===== config.mk =====
export PLATFORM = sky130hd
export DESIGN_NAME = stream_rr_arbiter_flat
export DESIGN_NICKNAME = d
export VERILOG_FILES = /design/src/rtl/stream_rr_arbiter_if.sv /design/src/rtl/stream_rr_arbiter.sv /design/src/flat_wrapper.sv
export SDC_FILE = /design/constraint.sdc
export NUM_CORES = 1
export LEC_CHECK = 0
export ABC_AREA = 0
export BUFFER_PORTS_ARGS = -buffer_cell sky130_fd_sc_hd__buf_2
export CAP_MARGIN = 20
export CORE_MARGIN = 10
export CORE_UTILIZATION = 41
export CTS_CLUSTER_DIAMETER = 200
export DETAILED_ROUTE_END_ITERATION = 10
export PLACE_DENSITY = 0.78
export SLEW_MARGIN = 20
export SYNTH_ARGS = -nofsm -noshare
export SYNTH_HDL_FRONTEND = slang
export SYNTH_SLANG_ARGS = --single-unit

===== constraint.sdc =====
create_clock -name clk -period 3.3 [get_ports clk]
set_clock_uncertainty 0.1 [all_clocks]
set_input_delay 0.33 -clock clk [delete_from_list [all_inputs] [get_ports clk]]
set_output_delay 0.33 -clock clk [all_outputs]
set_load 0.01 [all_outputs]

===== src/rtl/stream_rr_arbiter_if.sv =====
// Bundled handshake signals between N stream producers and one downstream consumer.
// The arbiter connects through the slave modport, and the producer/consumer side connects through the master modport.
interface stream_rr_arbiter_if #(
  parameter int NUM_REQ    = 4,
  parameter int DATA_WIDTH = 32
);
  localparam int IDX_W = $clog2(NUM_REQ);

  logic [NUM_REQ-1:0]            valid_in;
  logic [NUM_REQ-1:0]            ready_in;
  logic [NUM_REQ*DATA_WIDTH-1:0] data_in;
  logic [NUM_REQ-1:0]            last_in;
  logic                          valid_out;
  logic                          ready_out;
  logic [DATA_WIDTH-1:0]         data_out;
  logic                          last_out;
  logic [IDX_W-1:0]              grant_id;
  logic                          err_overflow;

  modport master (
    output valid_in, data_in, last_in, ready_out,
    input  ready_in, valid_out, data_out, last_out, grant_id, err_overflow
  );

  modport slave (
    input  valid_in, data_in, last_in, ready_out,
    output ready_in, valid_out, data_out, last_out, grant_id, err_overflow
  );
endinterface


===== src/rtl/stream_rr_arbiter.sv =====
// N-to-1 valid/ready stream arbiter with packet-granular round-robin fairness.
// The datapath is combinational with zero latency. Registered state holds the grant lock, the rotation pointer and the beat count.
module stream_rr_arbiter #(
  parameter int NUM_REQ    = 4,
  parameter int DATA_WIDTH = 32,
  parameter int MAX_BURST  = 256
) (
  input logic               clk,
  input logic               reset,
  stream_rr_arbiter_if.slave bus
);
  localparam int IDX_W = $clog2(NUM_REQ);

  typedef enum logic {IDLE, LOCKED} state_t;

  state_t           state;
  logic [IDX_W-1:0] gnt;
  logic [IDX_W-1:0] rr_ptr;
  logic [15:0]      beat_cnt;
  logic             err_q;

  logic [IDX_W-1:0] sel;
  logic             sel_valid;
  logic [IDX_W-1:0] scan_idx;
  logic             xfer;
  logic             sel_last;
  logic             burst_over;

  function automatic logic [IDX_W-1:0] wrap_inc(input logic [IDX_W-1:0] x);
    return (32'(x) == NUM_REQ - 1) ? '0 : x + 1'b1;
  endfunction

  // NOTE: every variable gets a default at the top of the block so no path leaves it unassigned, which would infer a latch.
  always_comb begin
    sel       = rr_ptr;
    sel_valid = 1'b0;
    scan_idx  = rr_ptr;
    if (state == LOCKED) begin
      sel       = gnt;
      sel_valid = bus.valid_in[gnt];
    end else begin
      for (int k = 0; k < NUM_REQ; k++) begin
        if (!sel_valid && bus.valid_in[scan_idx]) begin
          sel_valid = 1'b1;
          sel       = scan_idx;
        end
        scan_idx = wrap_inc(scan_idx);
      end
    end
  end

  assign sel_last   = bus.last_in[sel];
  assign xfer       = sel_valid && bus.ready_out;
  assign burst_over = ({1'b0, beat_cnt} + 17'd1) >= 17'(MAX_BURST);

  // Reset forces every output quiet, whatever the inputs are doing.
  always_comb begin
    bus.ready_in = '0;
    if (!reset && xfer) bus.ready_in[sel] = 1'b1;
  end

  assign bus.valid_out    = !reset && sel_valid;
  assign bus.data_out     = bus.valid_out ? bus.data_in[sel*DATA_WIDTH +: DATA_WIDTH] : '0;
  assign bus.last_out     = bus.valid_out ? sel_last : 1'b0;
  assign bus.grant_id     = reset ? '0 : sel;
  assign bus.err_overflow = err_q;

  // NOTE: registered state uses non-blocking assignments so that every flop samples pre-edge values.
  always_ff @(posedge clk) begin
    if (reset) begin
      state    <= IDLE;
      gnt      <= '0;
      rr_ptr   <= '0;
      beat_cnt <= '0;
      err_q    <= 1'b0;
    end else if (xfer) begin
      if (sel_last) begin
        state    <= IDLE;
        rr_ptr   <= wrap_inc(sel);
        beat_cnt <= '0;
      end else begin
        state    <= LOCKED;
        gnt      <= sel;
        beat_cnt <= (beat_cnt == 16'hFFFF) ? beat_cnt : beat_cnt + 16'd1;
        if (burst_over) err_q <= 1'b1;
      end
    end else if (sel_valid && state == IDLE) begin
      // A stalled offer freezes the grant until that beat is accepted.
      state <= LOCKED;
      gnt   <= sel;
    end
  end
endmodule


===== src/flat_wrapper.sv =====
// flat-port wrapper written by rule: the top's interface ports become plain ports
module stream_rr_arbiter_flat 
#(
  parameter int NUM_REQ    = 4,
  parameter int DATA_WIDTH = 32,
  parameter int MAX_BURST  = 256
)
  (clk, reset, bus_valid_in, bus_data_in, bus_last_in, bus_ready_out, bus_ready_in, bus_valid_out, bus_data_out, bus_last_out, bus_grant_id, bus_err_overflow);
  stream_rr_arbiter_if #(.NUM_REQ(NUM_REQ), .DATA_WIDTH(DATA_WIDTH)) bus_i ();
  input logic clk;
  input logic reset;
  input wire logic [$bits(bus_i.valid_in)-1:0] bus_valid_in;
  input wire logic [$bits(bus_i.data_in)-1:0] bus_data_in;
  input wire logic [$bits(bus_i.last_in)-1:0] bus_last_in;
  input wire logic [$bits(bus_i.ready_out)-1:0] bus_ready_out;
  output wire logic [$bits(bus_i.ready_in)-1:0] bus_ready_in;
  output wire logic [$bits(bus_i.valid_out)-1:0] bus_valid_out;
  output wire logic [$bits(bus_i.data_out)-1:0] bus_data_out;
  output wire logic [$bits(bus_i.last_out)-1:0] bus_last_out;
  output wire logic [$bits(bus_i.grant_id)-1:0] bus_grant_id;
  output wire logic [$bits(bus_i.err_overflow)-1:0] bus_err_overflow;
  assign bus_i.valid_in = bus_valid_in;
  assign bus_i.data_in = bus_data_in;
  assign bus_i.last_in = bus_last_in;
  assign bus_i.ready_out = bus_ready_out;
  assign bus_ready_in = bus_i.ready_in;
  assign bus_valid_out = bus_i.valid_out;
  assign bus_data_out = bus_i.data_out;
  assign bus_last_out = bus_i.last_out;
  assign bus_grant_id = bus_i.grant_id;
  assign bus_err_overflow = bus_i.err_overflow;
  stream_rr_arbiter #(.NUM_REQ(NUM_REQ), .DATA_WIDTH(DATA_WIDTH), .MAX_BURST(MAX_BURST)) u_core (.clk(clk), .reset(reset), .bus(bus_i));
endmodule

==> results of run 1 <==
==> per-stage QoR <==
stage | hold WS [ps] | setup WS [ps] | power [mW]
finish | 351 | -231 | 5.59
global route | 384 | -331 | 5.95
CTS | 360 | -201 | 5.25
detailed placement | 347 | -113 | 4.59
global placement | 335 | -4.29 | 4.51
floorplan | 364 | 57.4 | 3.10
==> power by group through the flow <==
stage / clock, mW / combinational [mW] / sequential [mW]
final: 0.257 / 4.98 / 0.354
after global routing: 0.271 / 5.31 / 0.360
after CTS: 0.258 / 4.63 / 0.353
after detailed placement: 0 / 4.24 / 0.351
after global placement: 0 / 4.16 / 0.349
after floorplan: 0 / 2.74 / 0.353
==> area by class of cell <==
| class | instances | area [sq um] |
|---|---|---|
| sequential | 22 | 443 |
| fill | 690 | 2870 |
| tap | 102 | 128 |
| clock inverter | 1 | 30.0 |
| clock buffer | 3 | 41.3 |
| timing repair buffer | 238 | 1520 |
| antenna | 1 | 2.50 |
| inverter | 14 | 53.8 |
| multi-input combinational | 365 | 2610 |
==> worst register-to-register path: stages (launching register included) <==
cell       delay [ps]
dfxtp_2           350
ha_4              270
o21a_4            120
or4b_4            540
a311oi_4          290
a221oi_2          100
buf_4             160
o21a_4            130
buf_4             170
clkbuf_16         160
o211a_1           290
buf_4             200
buf_4             160
o22ai_1           170
o211ai_1          110
==> kinds of logic (layout without fill, tap and decap cells) <==
family	after synthesis	in the layout	share of synthesized area, %
and+or+nand+nor	206	206	32.4
AOI/OAI and AO/OA	75	75	17.7
muxes	73	73	24.4
buffers and inverters	52	256	8.10
DFF	22	22	13.7
adders and majority gates	6	6	2.34
xor gates and xnor gates	5	5	1.36
other	0	1	0
==> cell usage after synthesis, drive strengths merged, types with 4 or more instances <==
cell / number
mux4: 4
buf: 18
a211oi: 5
nor3b: 5
inv: 13
nor2: 14
a21oi: 6
nand4: 7
ha: 6
dfxtp: 22
nor4: 10
and3: 45
o211ai: 18
nor3: 6
nand2: 83
nand3: 18
or3: 4
o31ai: 4
mux2i: 66
clkbuf: 20
a31oi: 4
o22ai: 11
o21ai: 7
==> registers in the layout, indices dropped and copies added, names as in the netlist <==
register and cells:
u_core.state 1, u_core.beat_cnt 16, u_core.gnt 2, u_core.rr_ptr 2, u_core.bus.err_overflow 1
==> what timing repair did <==
action                     CTS  global route
gates cloned                 0             2
pin swaps                    7             0
buffers inserted             8             4
setup endpoints to repair   54            60
gates resized for setup     22             5
hold endpoints to repair     0             0
==> cells in the final DEF, fill, tap and decap left out, types with 10 or more instances in the layout <==
cell      synthesis  final
and3_1           45     42
buf_2             6    172
buf_4             5     47
buf_6             5     10
dfxtp_1          22     20
inv_1            13     11
mux2i_1          66     63
nand2_1          83     83
nand3_1          18     18
nor2_1           13     12
nor4_1           10     10
o211ai_1         16     16
o22ai_1          11     11
==> per-layer routing <==
layer / global-route usage [%] / vias up
met3: 4.88 / 28
met1: 23.1 / 1979
li1: - / 2044
met2: 37.9 / 191
met5: 0 / -
met4: 5.74 / 2
==> final timing paths <==
path,depth (start not counted),endpoint,start
max,12,bus_last_out,u_core.rr_ptr[0]$_SDFFE_PP0P_
min reg2reg,2,u_core.bus.err_overflow$_SDFFE_PP0P_,u_core.bus.err_overflow$_SDFFE_PP0P_
max reg2reg,14,u_core.beat_cnt[9]$_SDFFE_PP0P_,u_core.rr_ptr[0]$_SDFFE_PP0P_
min,2,u_core.bus.err_overflow$_SDFFE_PP0P_,u_core.bus.err_overflow$_SDFFE_PP0P_
==> metrics.cfg, run 1 <==
[run_status]
run_status=finished with violations
violations=negative setup slack

[yosys]
synth_edf_count=0
synth_nets=584
synth_top_area_share_pct=20.6
ys_top_cells_by_area=mux2i_1 (21%), dfxtp_1 (14%), nand2_1 (9.7%), and3_1 (8.8%), o211ai_1 (3.7%)
async_flop_share_pct=0
yosys.area.top_type=mux2i_1
yosys_warnings=0
netlist_instances=439
synth_area_per_cell_sq_um=7.32
ys_seq_area_share_pct=13.7
syn-cell-area_sq_mm=0.00321
synth-seq-cells=22
synth_top_flop_cell=dfxtp_1
synthDistinctLibCells=54

[pwr]
combPwrFrac_pct=89.1
internal-power_mw=2.97
pwr-share-seq_pct=6.3
vdd_drop_max_uv=813
clkPwrFrac_pct=4.6
p_sw_mw=2.61
p_leak_nw=2.59
p_sw_share_pct=46.8
powerDensity_mw_per_mm2=1160

[setup_path]
cpPeakStageDelay_ps=540
critPathBufInv=4
crit_path_top_delay_cell=or4b_4
cp_max_fo=8
cp_cell_sequence=ha_4, o21a_4, or4b_4, a311oi_4, a221oi_2, buf_4, o21a_4, buf_4, clkbuf_16, o211ai_2, and3_1, buf_2
cp_top_family=compound AO/OA/AOI/OAI gates
criticalPathCategory=register to primary output
start_kind=register
required_ps=2870
ff2ff_setup_slack_ps=-120
endpoint_kind=primary output
worstPathArrival_ps=3100

[finish]
final_util_pct=62.7
drive_above_1_share_pct=43.2
design_area_sq_mm=0.00482
syn_to_final_growth_pct=50.0
layout.nets=789
finalNonFillerCells=746

[job]
timing.max_cap.violations=0

[timing]
worst_pin_slew_ps=647
setup_viol=48
min_period_ps=3530
setup_ws_ps=-231
maxSlewHeadroom_pct=56.8
slew_viol_final=0
clock.fmax_mhz=283
finalSetupTns_ps=-7350
hold_viol=0
fin_crit_sh_pct=107
rsz0062_at_grt=yes

[floorplan]
die_h_um=109
die_area_sq_mm=0.0118
die_w_um=109
fp-row-count=32
io_pins=180
start_util_pct=41.8
core_sq_mm=0.00769

[detailed_routing]
wire_per_inst_um=18.2
dr.pass1.iters=5
top_layer=met5
drc=0
wl_met1_mm=5.10
ant_nets=0
drtIter0Drc=166
via_count=4244
drt_wl_total_mm=13.6
met2WireLength_mm=7.10
vias_per_cell=5.69
dr_wl_met3_mm=1.06

[clocking]
cts.sinks=22
cts_made_buffers=3
insertion_delay_ps=270
holdBufCountCts=0
cts_tree=built
cts.clk_slew.worst_paths_ps=90
cts_root_buffer=clkbuf_8
clock_path_buffers=2
h-tree-depth=1

[grt]
antenna_found_initial=2
grt_use_total_pct=20.7
grt_max_degree=39
grt_overflow=0
grt_pass1_vias=4120
grt_pass1_wl_mm=20.2

[placed_design]
placedCellCount=727
place.gp.congestion=0.931
hpwlAfterDp_mm=10.7
portBuffers=179
place_area_sq_mm=0.00445

[min_path]
holdCritPathClass=register to register

Note: power is estimated with default switching activity, not from simulation.
==> run 2, diff against run 1 <==
- ABC_CLOCK_PERIOD_IN_PS: default -> 3300
- CTS_BUF_LIST: default -> sky130_fd_sc_hd__clkbuf_16
==> run 2 against run 1 <==
  * The flow still finishes with violations (negative setup slack)
  * Clock power up 36%
  * Cell count up 0.13%
  * Largest cell class unchanged
  * Highest routed layer unchanged
  * Routed wire length up 0.56%
  * Critical path depth unchanged
  * Cell area up 0.93%
  * Via count down 0.52%
  * Core utilization up 0.59 points
  * Worst setup slack better by 15 ps
==> metrics.cfg, run 2 (synthesized netlist as in run 1, its figures left out) <==
[setup_path]
required_ps=2870  ; about the same
start_kind=register
cp_max_fo=8  ; unchanged
worstPathArrival_ps=3090  ; about the same
criticalPathCategory=register to primary output
endpoint_kind=primary output

[run_status]
run_status=finished with violations
violations=negative setup slack

[grt]
grt_use_total_pct=21.0  ; +0.36 points
grt_max_degree=39  ; unchanged
antenna_found_initial=2  ; unchanged
grt_pass1_wl_mm=20.4  ; +1.1%
grt_overflow=0  ; unchanged
grt_pass1_vias=4159  ; +0.95%

[detailed_routing]
wire_per_inst_um=18.2  ; +0.43%
dr.pass1.iters=5  ; unchanged
drtIter0Drc=202  ; +22%
vias_per_cell=5.65  ; -0.65%
drc=0  ; unchanged
via_count=4222  ; -0.52%
ant_nets=0  ; unchanged
drt_wl_total_mm=13.6  ; +0.56%

[pwr]
powerDensity_mw_per_mm2=1170  ; +1.1%
p_leak_nw=2.62  ; +0.81%
p_total_mw=5.70  ; +2.0%
vdd_drop_max_uv=818  ; +0.66%

[clocking]
holdBufCountCts=0  ; unchanged
clock_path_buffers=2  ; unchanged
cts_root_buffer=clkbuf_16
cts.sinks=22  ; unchanged
insertion_delay_ps=260  ; about the same
cts_made_buffers=3  ; unchanged
cts.clk_slew.worst_paths_ps=60  ; -30 ps
h-tree-depth=1  ; unchanged
cts_tree=built

[placed_design]
portBuffers=179  ; unchanged
hpwlAfterDp_mm=10.7  ; unchanged
place_area_sq_mm=0.00445  ; unchanged
place.gp.congestion=0.931  ; unchanged

[floorplan]
die_h_um=109  ; unchanged
io_pins=180  ; unchanged
die_area_sq_mm=0.0118  ; unchanged
start_util_pct=41.8  ; unchanged
die_w_um=109  ; unchanged
fp-row-count=32  ; unchanged
core_sq_mm=0.00769  ; unchanged

[finish]
design_area_sq_mm=0.00487  ; +0.93%
drive_above_1_share_pct=43.2  ; -0.067 points
syn_to_final_growth_pct=51.4
reg_top3=u_core.beat_cnt (16), u_core.gnt (2), u_core.rr_ptr (2)
layout.nets=790  ; +0.13%
largest_reg_flops=16  ; unchanged
mostFrequentLayoutCells=buf_2 (171), nand2_1 (83), mux2i_1 (63), buf_4 (48), and3_1 (42)
final_common_cell=buf_2
largest_register=u_core.beat_cnt

[timing]
hold_viol=0  ; unchanged
maxSlewHeadroom_pct=57.0  ; +0.22 points
setup_ws_ps=-217  ; +14.7 ps
worst_pin_slew_ps=644  ; -3.27 ps
rsz0062_at_grt=yes
clock.fmax_mhz=284  ; +0.42%
min_period_ps=3520  ; -14.7 ps
slew_viol_final=0  ; unchanged
fin_crit_sh_pct=107  ; -0.44 points
setup_viol=48  ; unchanged

[min_path]
holdCritPathClass=register to register

[job]
timing.max_cap.violations=0  ; unchanged

[run 2: critical path: stages, from the launching register on]
cell and delay [ps]:
dfxtp_2 340, ha_4 270, o21a_4 120, or4b_4 540, a311oi_4 290, a221oi_2 100, buf_4 160, o21a_4 130
buf_4 170, clkbuf_16 160, o211ai_2 220, and3_1 180, buf_2 150
[run 2: where the power goes]
| group | total (mW) | internal, mW | switching, mW |
|---|---|---|---|
| clock network | 0.349 | 0.241 | 0.107 |
| registers | 0.356 | 0.306 | 0.0500 |
| logic | 5.00 | 2.53 | 2.47 |
| total | 5.70 | 3.08 | 2.63 |
[run 2: worst paths after layout]
check | startpoint | to | slack [ps] | cells past startpoint
hold / removal | u_core.bus.err_overflow$_SDFFE_PP0P_ | u_core.bus.err_overflow$_SDFFE_PP0P_ | 350 | 2
hold reg to reg | u_core.bus.err_overflow$_SDFFE_PP0P_ | u_core.bus.err_overflow$_SDFFE_PP0P_ | 350 | 2
setup / recovery | u_core.rr_ptr[0]$_SDFFE_PP0P_ | bus_last_out | -220 | 12
setup reg to reg | u_core.rr_ptr[0]$_SDFFE_PP0P_ | u_core.beat_cnt[9]$_SDFFE_PP0P_ | -120 | 14
[run 2: cell type report]
cell class / count / area [sq um]
sequential: 22 / 443
clock inverter: 1 / 30.0
timing repair buffer: 239 / 1530
clock buffer: 3 / 75.1
tap: 102 / 128
fill: 682 / 2820
antenna: 1 / 2.50
multi-input combinational: 365 / 2600
inverter: 14 / 53.8
[run 2: repair_timing]
item,4_1_cts,5_1_grt
endpoints found under the setup margin,54,59
pin swaps,7,0
hold endpoints to repair,0,0
gates cloned,0,2
gates resized for setup,22,5
setup buffers,8,5
[run 2: metrics by stage]
stage | instances | util (%) | hold slack, ps | TNS, ps | setup slack (ps)
global route | 747 | 63.3 | 380 | -12280 | -314
floorplan | 439 | - | 364 | 0 | 57.4
finish | 747 | 63.3 | 347 | -6750 | -217
global placement | 727 | 57.9 | 335 | -25.7 | -4.29
CTS | 739 | 61.8 | 356 | -5350 | -187
detailed placement | 727 | 57.9 | 347 | -2360 | -113
[run 2: metal layers]
metal	part of all wire (%)	wire length (um)	global-route usage, %	vias to the layer above
met3	7.7	1040	5.12	27
met4	2.2	300	6.97	2
met2	53	7170	38.7	201
met1	37	5100	22.9	1939
met5	0.095	13	0	-
li1	-	-	-	2053
==> run 3, diff against run 2 <==
- PLACE_DENSITY: 0.78 -> default
- PLACE_DENSITY_LB_ADDON: default -> 0.25
- SLEW_MARGIN: 20 -> default
==> run 3 against run 2 <==
  * The flow still finishes with violations (negative setup slack)
  * Sequential power about the same
  * Sequential share of layout area shrank 0.59 points
  * Via count grew 2.1%
  * Global-route usage increased by 1.4 points
  * Critical path depth down 1
  * Highest routed layer is now met4
  * Register-to-register slack better by 160 ps
  * Largest power group unchanged
  * Combinational power is 20% higher
==> metrics.cfg, run 3 (synthesized netlist as in run 1, its figures left out) <==
[grt]
grt_pass1_wl_mm=21.8  ; +6.9%
antenna_found_initial=0  ; -2
grt_max_degree=39  ; unchanged
grt_use_total_pct=22.4  ; +1.4 points
grt_overflow=0  ; unchanged
grt_pass1_vias=4307  ; +3.6%

[floorplan]
die_w_um=109  ; unchanged
fp-row-count=32  ; unchanged
core_sq_mm=0.00769  ; unchanged
io_pins=180  ; unchanged
die_area_sq_mm=0.0118  ; unchanged
start_util_pct=41.8  ; unchanged
die_h_um=109  ; unchanged

[placed_design]
hpwlAfterDp_mm=10.6  ; -0.80%
place.gp.congestion=0.928  ; -0.33%
portBuffers=179  ; unchanged

[pwr]
vdd_drop_max_uv=810  ; -0.96%
p_leak_nw=2.67  ; +1.9%
p_total_mw=6.60  ; +16%
powerDensity_mw_per_mm2=1270  ; +8.3%

[setup_path]
criticalPathCategory=register to primary output
endpoint_kind=primary output
worstPathArrival_ps=3090  ; about the same
cp_max_fo=7  ; -1
required_ps=2870  ; about the same
start_kind=register

[clocking]
cts_root_buffer=clkbuf_16
cts.sinks=22  ; unchanged
cts.clk_slew.worst_paths_ps=60  ; about the same
clock_path_buffers=2  ; unchanged
insertion_delay_ps=260  ; about the same
cts_made_buffers=3  ; unchanged
holdBufCountCts=0  ; unchanged
cts_tree=built
h-tree-depth=1  ; unchanged

[finish]
layout.nets=788  ; -0.25%
final_common_cell=buf_2
antenna_cells=0  ; -1
nFillCells=618  ; -9.4%
syn_to_final_growth_pct=62.0
layout.area.seq_sq_um=443  ; unchanged
reg_top3=u_core.beat_cnt (16), u_core.gnt (2), u_core.rr_ptr (2)
largest_reg_flops=16  ; unchanged
drive_above_1_share_pct=45.9  ; +2.7 points
largest_register=u_core.beat_cnt
final_util_pct=67.7  ; +4.4 points
mostFrequentLayoutCells=buf_2 (169), nand2_1 (83), mux2i_1 (59), and3_1 (39), buf_4 (25)
multi_input_area_sq_mm=0.00278  ; +6.8%

[detailed_routing]
via_count=4309  ; +2.1%
drtIter0Drc=258  ; +28%
drt_wl_total_mm=14.8  ; +8.3%
ant_nets=0  ; unchanged
vias_per_cell=5.80  ; +2.6%
drc=0  ; unchanged
wire_per_inst_um=19.9  ; +8.9%
dr.pass1.iters=5  ; unchanged

[timing]
clock.fmax_mhz=284  ; -0.22%
setup_viol=37  ; -23%
slew_viol_final=0  ; unchanged
rsz0062_at_grt=yes
worst_pin_slew_ps=654  ; +10.2 ps
maxSlewHeadroom_pct=56.4  ; -0.68 points
whs_ps=351  ; +4.05 ps
fin_crit_sh_pct=107  ; +0.24 points
setup_ws_ps=-225  ; -7.92 ps
min_period_ps=3520  ; +7.92 ps
hold_viol=0  ; unchanged

[run_status]
run_status=finished with violations
violations=negative setup slack

[min_path]
holdCritPathClass=register to register

[job]
timing.max_cap.violations=0  ; unchanged

run 3: changes by cell type in the layout (fill, tap and decap cells not counted), moves of 3 or more:
cell	previous run	this run
and3_1	42	39
and3_4	3	6
buf_16	0	4
buf_4	48	25
buf_6	11	21
buf_8	0	4
ha_1	5	1
ha_4	1	4
mux2i_1	63	59
mux2i_2	3	6
run 3: critical path, cell delays in order (launching register included):
cell and delay, ps:
dfxtp_2 340, ha_4 270, o21a_4 130, or4b_4 540, a311oi_4 300, nor4_1 100
a211o_2 470, inv_8 170, clkbuf_16 160, nand2_1 40, and3_1 180, buf_2 140
run 3: through the flow:
step | cells | setup slack, ps | instance area [sq um] | setup TNS, ps
floorplan | 439 | 57.4 | 3220 | 0
global placement | 716 | 40.4 | 4380 | 0
detailed placement | 716 | -17.3 | 4380 | -17.3
CTS | 734 | -163 | 4940 | -4250
global route | 743 | -313 | 5200 | -10610
finish | 743 | -225 | 5200 | -6900
run 3: what timing repair did:
item / in CTS / in global routing
pin swaps: 23 / 3
resized for setup: 54 / 37
cloned: 6 / 4
buffers inserted: 10 / 5
endpoints found under the setup margin: 43 / 54
run 3: layer usage:
layer	global-route usage [%]	up-vias	wire length [um]
li1	-	2052	-
met1	26.9	1999	5560
met2	39.4	217	7680
met3	4.70	41	1110
met4	6.12	0	416
met5	0	-	0
run 3: final timing paths:
kind / start / to / slack (ps) / cells after the start
setup / recovery: u_core.rr_ptr[0]$_SDFFE_PP0P_ / bus_data_out[21] / -220 / 11
hold / removal: u_core.bus.err_overflow$_SDFFE_PP0P_ / u_core.bus.err_overflow$_SDFFE_PP0P_ / 350 / 2
setup reg to reg: u_core.rr_ptr[0]$_SDFFE_PP0P_ / u_core.rr_ptr[0]$_SDFFE_PP0P_ / 40 / 11
hold reg to reg: u_core.bus.err_overflow$_SDFFE_PP0P_ / u_core.bus.err_overflow$_SDFFE_PP0P_ / 350 / 2
run 3: layout make-up:
class                           count  share of cell area (%)
Clock buffer                        3                    1.44
Tap cell                          102                    2.45
Timing Repair Buffer              235                    32.7
Multi-Input combinational cell    366                    53.5
Timing Repair inverter              1                   0.120
Inverter                           14                    1.30
Sequential cell                    22                    8.51
run 3: where the power goes:
| part | internal, mW | leakage [nW] | switching (mW) |
|---|---|---|---|
| Combinational | 3.11 | 2.45 | 2.87 |
| Clock | 0.160 | 0.0370 | 0.102 |
| Sequential | 0.306 | 0.179 | 0.0525 |
| Total | 3.58 | 2.67 | 3.03 |
